**config.mk**
```make
export PLATFORM = sky130hd
export DESIGN_NAME = matched_filter_ctrl_flat
export DESIGN_NICKNAME = d
export VERILOG_FILES = /design/src/rtl/matched_filter_ctrl_pkg.sv /design/src/rtl/matched_filter_ctrl_if.sv /design/src/rtl/matched_filter_ctrl_sat_window_counter.sv /design/src/rtl/matched_filter_ctrl.sv /design/src/flat_wrapper.sv
export SDC_FILE = /design/constraint.sdc
export NUM_CORES = 1
export LEC_CHECK = 0
export CORE_UTILIZATION = 40
export DETAILED_ROUTE_END_ITERATION = 10
export SLEW_MARGIN = 15
export SYNTH_ARGS = -nofsm -noshare
export SYNTH_HDL_FRONTEND = slang
export SYNTH_SLANG_ARGS = --single-unit
export TNS_END_PERCENT = 50
```
**constraint.sdc**
```tcl
create_clock -name aclk -period 5 [get_ports aclk]
set_input_delay 1 -clock aclk [delete_from_list [all_inputs] [get_ports aclk]]
set_output_delay 1 -clock aclk [all_outputs]
set_load 0.005 [all_outputs]
```
**src/rtl/matched_filter_ctrl_pkg.sv**
```systemverilog
// Shared types and constants for the matched-filter run-time sequencer.
// Saturation codes are derived from the sample width so the detector tracks INBITS.
package matched_filter_ctrl_pkg;

   typedef enum logic [1:0] {
      MODE_RAW   = 2'd0,
      MODE_FILT  = 2'd1,
      MODE_BLANK = 2'd2
   } mode_e;

   localparam logic [1:0] ADDR_CTRL   = 2'd0;
   localparam logic [1:0] ADDR_STATUS = 2'd1;
   localparam logic [1:0] ADDR_THRESH = 2'd2;
   localparam logic [1:0] ADDR_SATCNT = 2'd3;

   localparam int CTRL_MODE_REQ_BIT  = 0;
   localparam int CTRL_AUTO_BYP_BIT  = 1;
   localparam int STATUS_MODE_LSB    = 0;
   localparam int STATUS_ALARM_BIT   = 8;

   localparam logic [31:0] THRESH_RST = 32'hFFFF_FFFF;

   // Largest positive and most negative two's-complement codes of an inbits-wide sample.
   function automatic logic [31:0] sat_code_pos(input int inbits);
      return (32'd1 << (inbits - 1)) - 32'd1;
   endfunction

   function automatic logic [31:0] sat_code_neg(input int inbits);
      return 32'd1 << (inbits - 1);
   endfunction

endpackage

```
**src/rtl/matched_filter_ctrl_if.sv**
```systemverilog
// Software register port of the matched-filter sequencer.
// Single-cycle wr/rd strobes, acknowledged one cycle later.
interface matched_filter_ctrl_if;
   logic        reg_wr_i;
   logic        reg_rd_i;
   logic [1:0]  reg_addr_i;
   logic [31:0] reg_wdata_i;
   logic [31:0] reg_rdata_o;
   logic        reg_ack_o;

   modport slave (
      input  reg_wr_i,
      input  reg_rd_i,
      input  reg_addr_i,
      input  reg_wdata_i,
      output reg_rdata_o,
      output reg_ack_o
   );

   modport master (
      output reg_wr_i,
      output reg_rd_i,
      output reg_addr_i,
      output reg_wdata_i,
      input  reg_rdata_o,
      input  reg_ack_o
   );
endinterface

```
**src/rtl/matched_filter_ctrl_sat_window_counter.sv**
```systemverilog
// Counts saturated filter samples over free-running 2^WIN_LOG2-cycle windows.
// Exposes the running window total so the alarm compare sees the final-cycle count.
module sat_window_counter
   import matched_filter_ctrl_pkg::*;
#(
   parameter int INBITS   = 12,
   parameter int NSAMP    = 8,
   parameter int WIN_LOG2 = 16
) (
   input  logic                    aclk,
   input  logic                    aresetn,
   input  logic [NSAMP*INBITS-1:0] samp_i,
   output logic [31:0]             satcnt_o,
   output logic [31:0]             win_total_o,
   output logic                    win_end_o
);

   localparam int CW = $clog2(NSAMP + 1);
   localparam logic [INBITS-1:0] SAT_POS = INBITS'(sat_code_pos(INBITS));
   localparam logic [INBITS-1:0] SAT_NEG = INBITS'(sat_code_neg(INBITS));

   logic [CW-1:0]       w_nsat;
   logic [32:0]         w_sum;
   logic [31:0]         w_total;
   logic                w_win_end;
   logic [31:0]         r_acc;
   logic [31:0]         r_satcnt;
   logic [WIN_LOG2-1:0] r_win_cnt;

   always_comb begin
      w_nsat = '0;
      for (int i = 0; i < NSAMP; i++) begin
         if (samp_i[i*INBITS +: INBITS] == SAT_POS || samp_i[i*INBITS +: INBITS] == SAT_NEG)
            w_nsat = w_nsat + CW'(1);
      end
   end

   assign w_sum   = {1'b0, r_acc} + 33'(w_nsat);
   assign w_total = w_sum[32] ? 32'hFFFF_FFFF : w_sum[31:0];

   // Down-counter wrapping from 0: it reads 1 on the 2^WIN_LOG2-th cycle after reset.
   assign w_win_end = (r_win_cnt == WIN_LOG2'(1));

   always_ff @(posedge aclk or negedge aresetn) begin
      if (!aresetn) begin
         r_win_cnt <= '0;
         r_acc     <= '0;
         r_satcnt  <= '0;
      end else begin
         r_win_cnt <= r_win_cnt - WIN_LOG2'(1);
         if (w_win_end) begin
            r_satcnt <= w_total;
            r_acc    <= '0;
         end else begin
            r_acc    <= w_total;
         end
      end
   end

   assign satcnt_o    = r_satcnt;
   assign win_total_o = w_total;
   assign win_end_o   = w_win_end;

endmodule

```
**src/rtl/matched_filter_ctrl.sv**
```systemverilog
// Run-time sequencer for the matched filter: raw/filtered output select with
// blanking on mode changes, saturation alarm with optional auto-bypass, register port.
module matched_filter_ctrl
   import matched_filter_ctrl_pkg::*;
#(
   parameter int INBITS    = 12,
   parameter int NSAMP     = 8,
   parameter int FILT_LAT  = 5,
   parameter int BLANK_CYC = 4,
   parameter int WIN_LOG2  = 16
) (
   input  logic                    aclk,
   input  logic                    aresetn,
   input  logic [NSAMP*INBITS-1:0] raw_i,
   input  logic [NSAMP*INBITS-1:0] filt_i,
   output logic [NSAMP*INBITS-1:0] data_o,
   output logic [1:0]              mode_o,
   output logic                    alarm_o,
   matched_filter_ctrl_if.slave    reg_if
);

   // state      | meaning
   // MODE_RAW   | output carries latency-matched raw ADC data
   // MODE_FILT  | output carries filter data
   // MODE_BLANK | output zeroed; counting down toward latched r_dest

   localparam int DW  = NSAMP * INBITS;
   localparam int BCW = (BLANK_CYC > 1) ? $clog2(BLANK_CYC) : 1;
   localparam logic [BCW-1:0] BLANK_LOAD   = BCW'(BLANK_CYC - 1);
   // A retarget mid-blank already spends the current cycle blanked.
   localparam logic [BCW-1:0] BLANK_RELOAD = BCW'((BLANK_CYC >= 2) ? BLANK_CYC - 2 : 0);

   mode_e           r_state;
   mode_e           w_state_nxt;
   mode_e           r_dest;
   mode_e           w_dest_nxt;
   mode_e           w_target;
   logic [BCW-1:0]  r_blank_cnt;
   logic [BCW-1:0]  w_blank_cnt_nxt;

   logic [DW-1:0]   r_dly [FILT_LAT];
   logic [DW-1:0]   r_data;

   logic            r_mode_req;
   logic            r_auto_byp;
   logic            r_alarm;
   logic [31:0]     r_thresh;
   logic            r_ack;
   logic [31:0]     r_rdata;
   logic [31:0]     w_rd_val;
   logic            w_wr;
   logic            w_rd;

   logic [31:0]     w_satcnt;
   logic [31:0]     w_win_total;
   logic            w_win_end;

   sat_window_counter #(
      .INBITS   (INBITS),
      .NSAMP    (NSAMP),
      .WIN_LOG2 (WIN_LOG2)
   ) u_sat (
      .aclk        (aclk),
      .aresetn     (aresetn),
      .samp_i      (filt_i),
      .satcnt_o    (w_satcnt),
      .win_total_o (w_win_total),
      .win_end_o   (w_win_end)
   );

   always_ff @(posedge aclk or negedge aresetn) begin
      if (!aresetn) begin
         for (int k = 0; k < FILT_LAT; k++) r_dly[k] <= '0;
      end else begin
         r_dly[0] <= raw_i;
         for (int k = 1; k < FILT_LAT; k++) r_dly[k] <= r_dly[k-1];
      end
   end

   assign w_target = (r_mode_req && !(r_auto_byp && r_alarm)) ? MODE_FILT : MODE_RAW;

   always_comb begin
      w_state_nxt     = r_state;
      w_dest_nxt      = r_dest;
      w_blank_cnt_nxt = r_blank_cnt;
      case (r_state)
         MODE_RAW, MODE_FILT: begin
            if (w_target != r_state) begin
               w_state_nxt     = MODE_BLANK;
               w_dest_nxt      = w_target;
               w_blank_cnt_nxt = BLANK_LOAD;
            end
         end
         MODE_BLANK: begin
            if (w_target != r_dest) begin
               w_dest_nxt = w_target;
               if (BLANK_CYC == 1) w_state_nxt     = w_target;
               else                w_blank_cnt_nxt = BLANK_RELOAD;
            end else if (r_blank_cnt == '0) begin
               w_state_nxt = r_dest;
            end else begin
               w_blank_cnt_nxt = r_blank_cnt - BCW'(1);
            end
         end
         default: w_state_nxt = MODE_RAW;
      endcase
   end

   always_ff @(posedge aclk or negedge aresetn) begin
      if (!aresetn) begin
         r_state     <= MODE_RAW;
         r_dest      <= MODE_RAW;
         r_blank_cnt <= '0;
      end else begin
         r_state     <= w_state_nxt;
         r_dest      <= w_dest_nxt;
         r_blank_cnt <= w_blank_cnt_nxt;
      end
   end

   always_ff @(posedge aclk or negedge aresetn) begin
      if (!aresetn) begin
         r_data <= '0;
      end else begin
         case (r_state)
            MODE_RAW:  r_data <= r_dly[FILT_LAT-1];
            MODE_FILT: r_data <= filt_i;
            default:   r_data <= '0;
         endcase
      end
   end

   assign w_wr = reg_if.reg_wr_i;
   assign w_rd = reg_if.reg_rd_i & ~reg_if.reg_wr_i;

   always_comb begin
      w_rd_val = '0;
      case (reg_if.reg_addr_i)
         ADDR_CTRL: begin
            w_rd_val[CTRL_MODE_REQ_BIT] = r_mode_req;
            w_rd_val[CTRL_AUTO_BYP_BIT] = r_auto_byp;
         end
         ADDR_STATUS: begin
            w_rd_val[STATUS_MODE_LSB +: 2] = r_state;
            w_rd_val[STATUS_ALARM_BIT]     = r_alarm;
         end
         ADDR_THRESH: w_rd_val = r_thresh;
         default:     w_rd_val = w_satcnt;
      endcase
   end

   always_ff @(posedge aclk or negedge aresetn) begin
      if (!aresetn) begin
         r_mode_req <= 1'b0;
         r_auto_byp <= 1'b0;
         r_thresh   <= THRESH_RST;
         r_alarm    <= 1'b0;
         r_ack      <= 1'b0;
         r_rdata    <= '0;
      end else begin
         r_ack   <= reg_if.reg_wr_i | reg_if.reg_rd_i;
         r_rdata <= w_rd ? w_rd_val : '0;
         if (w_wr && reg_if.reg_addr_i == ADDR_CTRL) begin
            r_mode_req <= reg_if.reg_wdata_i[CTRL_MODE_REQ_BIT];
            r_auto_byp <= reg_if.reg_wdata_i[CTRL_AUTO_BYP_BIT];
         end
         if (w_wr && reg_if.reg_addr_i == ADDR_THRESH)
            r_thresh <= reg_if.reg_wdata_i;
         // Window-end set takes priority over a software clear in the same cycle.
         if (w_win_end && (w_win_total > r_thresh))
            r_alarm <= 1'b1;
         else if (w_wr && reg_if.reg_addr_i == ADDR_STATUS && reg_if.reg_wdata_i[STATUS_ALARM_BIT])
            r_alarm <= 1'b0;
      end
   end

   assign data_o             = r_data;
   assign mode_o             = r_state;
   assign alarm_o            = r_alarm;
   assign reg_if.reg_ack_o   = r_ack;
   assign reg_if.reg_rdata_o = r_rdata;

endmodule
```
**src/flat_wrapper.sv**
```systemverilog
// flat-port wrapper written by rule: the top's interface ports become plain ports
module matched_filter_ctrl_flat import matched_filter_ctrl_pkg::*;
#(
   parameter int INBITS    = 12,
   parameter int NSAMP     = 8,
   parameter int FILT_LAT  = 5,
   parameter int BLANK_CYC = 4,
   parameter int WIN_LOG2  = 16
)
  (aclk, aresetn, raw_i, filt_i, data_o, mode_o, alarm_o, reg_if_reg_wr_i, reg_if_reg_rd_i, reg_if_reg_addr_i, reg_if_reg_wdata_i, reg_if_reg_rdata_o, reg_if_reg_ack_o);
  matched_filter_ctrl_if reg_if_i ();
  input  logic aclk;
  input  logic aresetn;
  input  logic [NSAMP*INBITS-1:0] raw_i;
  input  logic [NSAMP*INBITS-1:0] filt_i;
  output logic [NSAMP*INBITS-1:0] data_o;
  output logic [1:0] mode_o;
  output logic alarm_o;
  input wire logic [$bits(reg_if_i.reg_wr_i)-1:0] reg_if_reg_wr_i;
  input wire logic [$bits(reg_if_i.reg_rd_i)-1:0] reg_if_reg_rd_i;
  input wire logic [$bits(reg_if_i.reg_addr_i)-1:0] reg_if_reg_addr_i;
  input wire logic [$bits(reg_if_i.reg_wdata_i)-1:0] reg_if_reg_wdata_i;
  output wire logic [$bits(reg_if_i.reg_rdata_o)-1:0] reg_if_reg_rdata_o;
  output wire logic [$bits(reg_if_i.reg_ack_o)-1:0] reg_if_reg_ack_o;
  assign reg_if_i.reg_wr_i = reg_if_reg_wr_i;
  assign reg_if_i.reg_rd_i = reg_if_reg_rd_i;
  assign reg_if_i.reg_addr_i = reg_if_reg_addr_i;
  assign reg_if_i.reg_wdata_i = reg_if_reg_wdata_i;
  assign reg_if_reg_rdata_o = reg_if_i.reg_rdata_o;
  assign reg_if_reg_ack_o = reg_if_i.reg_ack_o;
  matched_filter_ctrl #(.INBITS(INBITS), .NSAMP(NSAMP), .FILT_LAT(FILT_LAT), .BLANK_CYC(BLANK_CYC), .WIN_LOG2(WIN_LOG2)) u_core (.aclk(aclk), .aresetn(aresetn), .raw_i(raw_i), .filt_i(filt_i), .data_o(data_o), .mode_o(mode_o), .alarm_o(alarm_o), .reg_if(reg_if_i));
endmodule
```
* After elaboration in Yosys (flattened, before gate mapping)
Cells that the tools add are included.
Storage, ports and cells: register bits 730, logic and storage cells 116
Operators by class: reduce and logical (&&, ||, !) cells 26, muxes and demuxes 30, $add $sub $neg 10, eq/ne operators 28, bitwise gates (word level) 3, order comparisons 1
Operators with widths (number):
- $pmux 96 s2 | 1
- $eq 12x11->1 const B | 8
- $eq 12x12->1 const B | 8
- $mux 32 | 3
- $pmux 23 s2 | 1
- $add 32x4->33 | 1
- $gt 32x32->1 | 1
- $add 4x1->4 const B | 7
- $mux 4 | 7
- $eq 16x1->1 const B | 1
- $mux 2 | 8
- $sub 16x1->16 const B | 1
- $pmux 2 s2 | 3
- $pmux 6 s2 | 1
- $reduce_and 3->1 | 3
- $logic_or 1x1->1 | 8
- $logic_and 1x1->1 | 7
- $logic_not 2->1 | 3
- $ne 2x1->1 const B | 3
- $pmux 2 s3 | 1
- $eq 2x1->1 const B | 2
- $eq 2x2->1 const B | 2
- $mux 1 | 4
- $ne 2x2->1 | 2
- other kinds (10) | 12

* Longest topological paths before layout
word-level depth 22, depth in mapped cells 39, mapped depth without buffers 37

* Cells and area by module
Synthesis repeated with hierarchy kept, for this count alone.
Unflattened totals: cells, all modules 1650, area total of the unflattened synthesis 24397.1 µm²
Modules (own cells, without submodules):
- matched_filter_ctrl | instances 1, seq. area each 16280.6 µm², cells an instance 1117, area each 19616.3 µm²
- sat_window_counter | instances 1, seq. area each 2001.9 µm², cells an instance 533, area each 4780.8 µm²

* Worst setup path before layout
No wires, ideal clock.
path type input to register, from input port filt_i[7], to register u_core.r_alarm (netlist: u_core.alarm_o), data arrival time 7.945 ns, library setup time 0.121 ns, buffers on the path 2, stages 37, path slack -3.066 ns, cells stage by stage nor4b_1 and3_1 nor2_1 ha_1 xnor2_4 ha_1 mux2i_1 xnor2_1 a21oi_1 ha_1 nand2_1 o21a_1 o31ai_1 mux2_2 ha_1 mux2_2 fa_1 a21o_1 a21oi_1 and4bb_2 and3b_1 clkbuf_1 nand2_1 nor2_1 clkbuf_1 nor2_1 inv_1 ha_1 nor2b_1 o211ai_1 a21oi_1 a211o_1 a21o_1 a21oi_1 o31a_1 o311ai_0 a22o_1
Between the ends: longest elaborated chain between the ends 22, elaborated cells between the ends (all ways) 24
Ends and longest elaborated chain:
- start, declared | RTL line flat_wrapper.sv:15 | input logic [NSAMP*INBITS-1:0] filt_i;
- $eq 12x11->1 or $eq 12x12->1 (tied branches) | RTL line matched_filter_ctrl_sat_window_counter.sv:33 | if (samp_i[i*INBITS +: INBITS] == SAT_POS || samp_i[i*INBITS +: INBITS] == SAT_NEG)
- $logic_or 1x1->1 * | RTL line matched_filter_ctrl_sat_window_counter.sv:33
- $mux 1 * | RTL line matched_filter_ctrl_sat_window_counter.sv:33
- $add 4x1->4 | RTL line matched_filter_ctrl_sat_window_counter.sv:34 | w_nsat = w_nsat + CW'(1);
- $mux 4 * | RTL line matched_filter_ctrl_sat_window_counter.sv:33
- $add 4x1->4 | RTL line matched_filter_ctrl_sat_window_counter.sv:34
- $mux 4 * | RTL line matched_filter_ctrl_sat_window_counter.sv:33
- $add 4x1->4 | RTL line matched_filter_ctrl_sat_window_counter.sv:34
- (+7 left out)
- $add 4x1->4 | RTL line matched_filter_ctrl_sat_window_counter.sv:34
- $mux 4 * | RTL line matched_filter_ctrl_sat_window_counter.sv:33
- $add 32x4->33 * | RTL line matched_filter_ctrl_sat_window_counter.sv:38 | assign w_sum = {1'b0, r_acc} + 33'(w_nsat);
- $mux 32 * | RTL line matched_filter_ctrl_sat_window_counter.sv:39 | assign w_total = w_sum[32] ? 32'hFFFF_FFFF : w_sum[31:0];
- net u_core.u_sat.win_total_o[1] | RTL line matched_filter_ctrl_sat_window_counter.sv:14 | output logic [31:0] win_total_o,
- $gt 32x32->1 * | RTL line matched_filter_ctrl.sv:170 | if (w_win_end && (w_win_total > r_thresh))
- $logic_and 1x1->1 * | RTL line matched_filter_ctrl.sv:170
- $mux 1 or $reduce_bool 2->1 (tied branches)
- end signal, assigned | RTL line matched_filter_ctrl.sv:157 | r_alarm <= 1'b0;
- end signal, assigned | RTL line matched_filter_ctrl.sv:171 | r_alarm <= 1'b1;
- end signal, assigned | RTL line matched_filter_ctrl.sv:173 | r_alarm <= 1'b0;
- end, declared | RTL line matched_filter_ctrl.sv:46 | logic r_alarm;
Mark *: on every way through the listed nets, which the timed path passes. The rest lies on a longest branch. A chain may end at the register's enable or synchronous reset.

* Worst setup path after layout
from input port filt_i[5], to register u_core.r_alarm (netlist: u_core.alarm_o)
Same word-level chain as after synthesis.

==> metrics.csv <==
metric;value;unit
DRT Wirelength;54.0;mm
Syn Inst Count;1630;
leakage;15.4;nW
CTS hold repair buffers;0;
CTS H-tree depth;3;
worst skew pair latency;0.63;ns
asr flop ratio synth;1.00;
clk sinks;729;
Switch Pwr;3.15;mW
Period minus WS final;6.96;ns
Post-DP Area;30100;um^2
Avg Inst Size Synth;14.9;um^2
initial antenna violation count;9;
first-pass GRT wire length;85.7;mm
Pins Over Slew Limit;0;
Chip Width;249;um
Comb pwr share;0.100;
# DRC;0;
Die Footprint;61800;um^2
f_max;0.144;GHz
Warnings, synthesis;0;
Slowest-stage cell, CP;fa_2;
WL/cell;17.7;um
worst hold path class;reg -> reg;
DRT Pass-1 Iters;4;
r2r worst-path depth;20;
Top Ports;362;
max-cap violation count;0;
Critical Path Start Type;input port;
total power;13.5;mW
GRT Util Overall;0.178;
Peak VDD IR;0.251;mV
hold path depth;0;
non-filler instance count after layout;3051;
vias in the first global route;15443;
layout cell share with drive strength beyond 1;0.258;
Syn-to-layout area delta;39.3;%
Flop pwr share;0.484;
Initial DRC Count;622;
worst-path fanout max;5;
commonest cells after routing, fill and taps aside;dfrtp_1, clkdlybuf4s50_1, nor2_1;
clock buffer depth;3;
count of cell types in the netlist;68;
CTS tree;done;
endpoints failing setup;65;
Filler cells;4643;
Clock Power Share;0.415;
Inst Count DP;2875;
fin worst setup slack;-1.96;ns
root cell of the clock tree;clkbuf_16;
nets;2497;
Critical Path RT;5.57;ns
Final ANT Viol Nets;0;
core area;59600;um^2
via count;14254;
Internal Power;10.3;mW
clock-pin slew on the worst setup and hold paths;0.06;ns
Reg2Reg Setup Slack;1.12;ns
worst flop-to-flop path startpoint;u_core.u_sat.r_acc[0];
Slew headroom;0.150;
fin util;0.568;
count of final hold-check violations;0;
Net Count, Synth;1907;
failing checks;negative setup slack;
mapped cell area;24300;um^2
Congestion Overflow GR;0;
worst-margin pin slew;1.27;ns
pin count of the biggest net entering global routing;125;
detailed-placement wirelength estimate;36.1;mm
status;finished, violations left;
PwrDens;398;nW/um^2
Die Ht;249;um
final worst-path cycle share;1.39;
GPL Wtd Cong;0.840;
Post-synth EDFFs;0;
Data arrival, critical path;7.52;ns
critical path class;in -> reg;
Synth Register Bits;729;
CP endpoint kind;register;
Min-Delay Endpoint;u_core.r_dly[180];
commonest non-fill, non-tap cell in the layout;dfrtp_1;
Final Skew;0.0246;ns
max incr delay on CP;0.35;ns
Vias/cell;4.67;
register area share after synthesis;0.752;
Final Cell Area;33900;um^2
RSZ-0062 raised after global routing;yes;
hold wc startpoint;u_core.r_dly[276];
total negative slack;-48.86;ns
Sw Ratio;0.234;
Post-synth top flop;dfrtp_1;
initial cell density of the core;0.408;
port buffer count;361;
worst reg2reg endpoint;u_core.alarm_o;
std cell rows;89;
CTS buffer count;75;
[stage by stage]
stage | setup WS, ns | hold slack (ns)
finish | -1.96 | 0.338
detailed placement | -3.19 | 0.335
CTS | -1.98 | 0.341
global placement | -3.04 | 0.331
floorplan | -2.28 | 0.331
global route | -2.20 | 0.342
[state kept, by name, indices dropped and copies added, names as in the netlist]
name,flops
u_core.r_dly,480
u_core.data_o,96
u_core.r_thresh,32
u_core.reg_if.reg_rdata_o,32
u_core.u_sat.r_acc,32
u_core.u_sat.satcnt_o,32
u_core.u_sat.r_win_cnt,16
u_core.mode_o,2
u_core.r_blank_cnt,2
u_core.alarm_o,1
u_core.r_auto_byp,1
u_core.r_dest,1
u_core.r_mode_req,1
u_core.reg_if.reg_ack_o,1
[per-layer routing]
layer	part of all wire	routed length [um]	global-route usage	vias to the layer above
met5	0.00070	38	0	-
met4	0.026	1380	0.0664	6
met2	0.50	26700	0.294	317
met3	0.057	3080	0.0484	106
met1	0.42	22700	0.225	7201
li1	-	-	-	6624
[cell type report]
class                      instances  area [um^2]  share of cell area
sequential                       729        18300               0.540
multi-input combinational        781         6490               0.192
timing repair buffer             561         5310               0.157
clock buffer                     100         2080              0.0615
tap                              773          967              0.0286
clock inverter                    30          432              0.0127
inverter                          72          273             0.00806
antenna                            5         12.5            0.000370
[kinds of logic after synthesis]
logic type / Yosys count / synth area share
xor gates and xnor gates: 54 / 0.0221
AOI/OAI and AO/OA: 104 / 0.0272
adders and majority gates: 47 / 0.0245
buffers and inverters: 120 / 0.0187
muxes: 170 / 0.0730
and+or+nand+nor: 406 / 0.0823
DFF: 729 / 0.752
[timing repair]
action	in CTS	in global routing
endpoints found under the setup margin	65	65
resized for setup	248	152
endpoints found under the hold margin	0	0
pin swaps	65	89
buffers inserted	27	22
[worst max path at each step]
stage	startpoint	to	cells after the start
final	filt_i[5]	u_core.alarm_o	36
after global routing	filt_i[5]	u_core.alarm_o	35
after CTS	filt_i[3]	u_core.alarm_o	36
after detailed placement	filt_i[0]	u_core.alarm_o	36
after global placement	filt_i[0]	u_core.alarm_o	36
after floorplan	filt_i[17]	u_core.alarm_o	37
[worst max-delay path: cells and delay by family]
family,cells,cell delay [ns]
AOI/OAI and AO/OA,12,1.84
and+or+nand+nor,10,1.65
adders and majority gates,6,1.64
muxes,3,0.81
xor gates and xnor gates,2,0.29
buffers and inverters,3,0.27
[cell usage after synthesis, drive strengths merged, types with 8 or more instances]
cell type / instances / share of area
nor3: 13 / 0.0031
and2: 8 / 0.0021
dfstp: 32 / 0.035
dfrtp: 697 / 0.72
xor2: 20 / 0.0080
clkbuf: 34 / 0.0053
a21o: 13 / 0.0040
nand2: 58 / 0.0090
nand4b: 9 / 0.0032
nor2: 195 / 0.030
inv: 72 / 0.011
xnor2: 34 / 0.014
nand4: 26 / 0.0067
nand3: 20 / 0.0041
and3: 10 / 0.0028
ha: 46 / 0.024
mux2: 38 / 0.018
buf: 14 / 0.0022
o21ai: 44 / 0.0091
mux2i: 130 / 0.054
nor4: 20 / 0.0057
nor4b: 9 / 0.0035
a21oi: 16 / 0.0033
nor2b: 10 / 0.0026
[power by group through the flow]
stage | Sequential [mW] | Clock [mW] | Combinational [mW]
6_report | 6.52 | 5.59 | 1.35
5_1_grt | 6.56 | 6.00 | 1.49
4_1_cts | 6.53 | 5.76 | 1.37
3_5_place_dp | 6.63 | 0 | 1.35
3_3_place_gp | 6.62 | 0 | 1.33
2_1_floorplan | 6.57 | 0 | 0.516
Note: power is estimated with default switching activity, not from simulation.
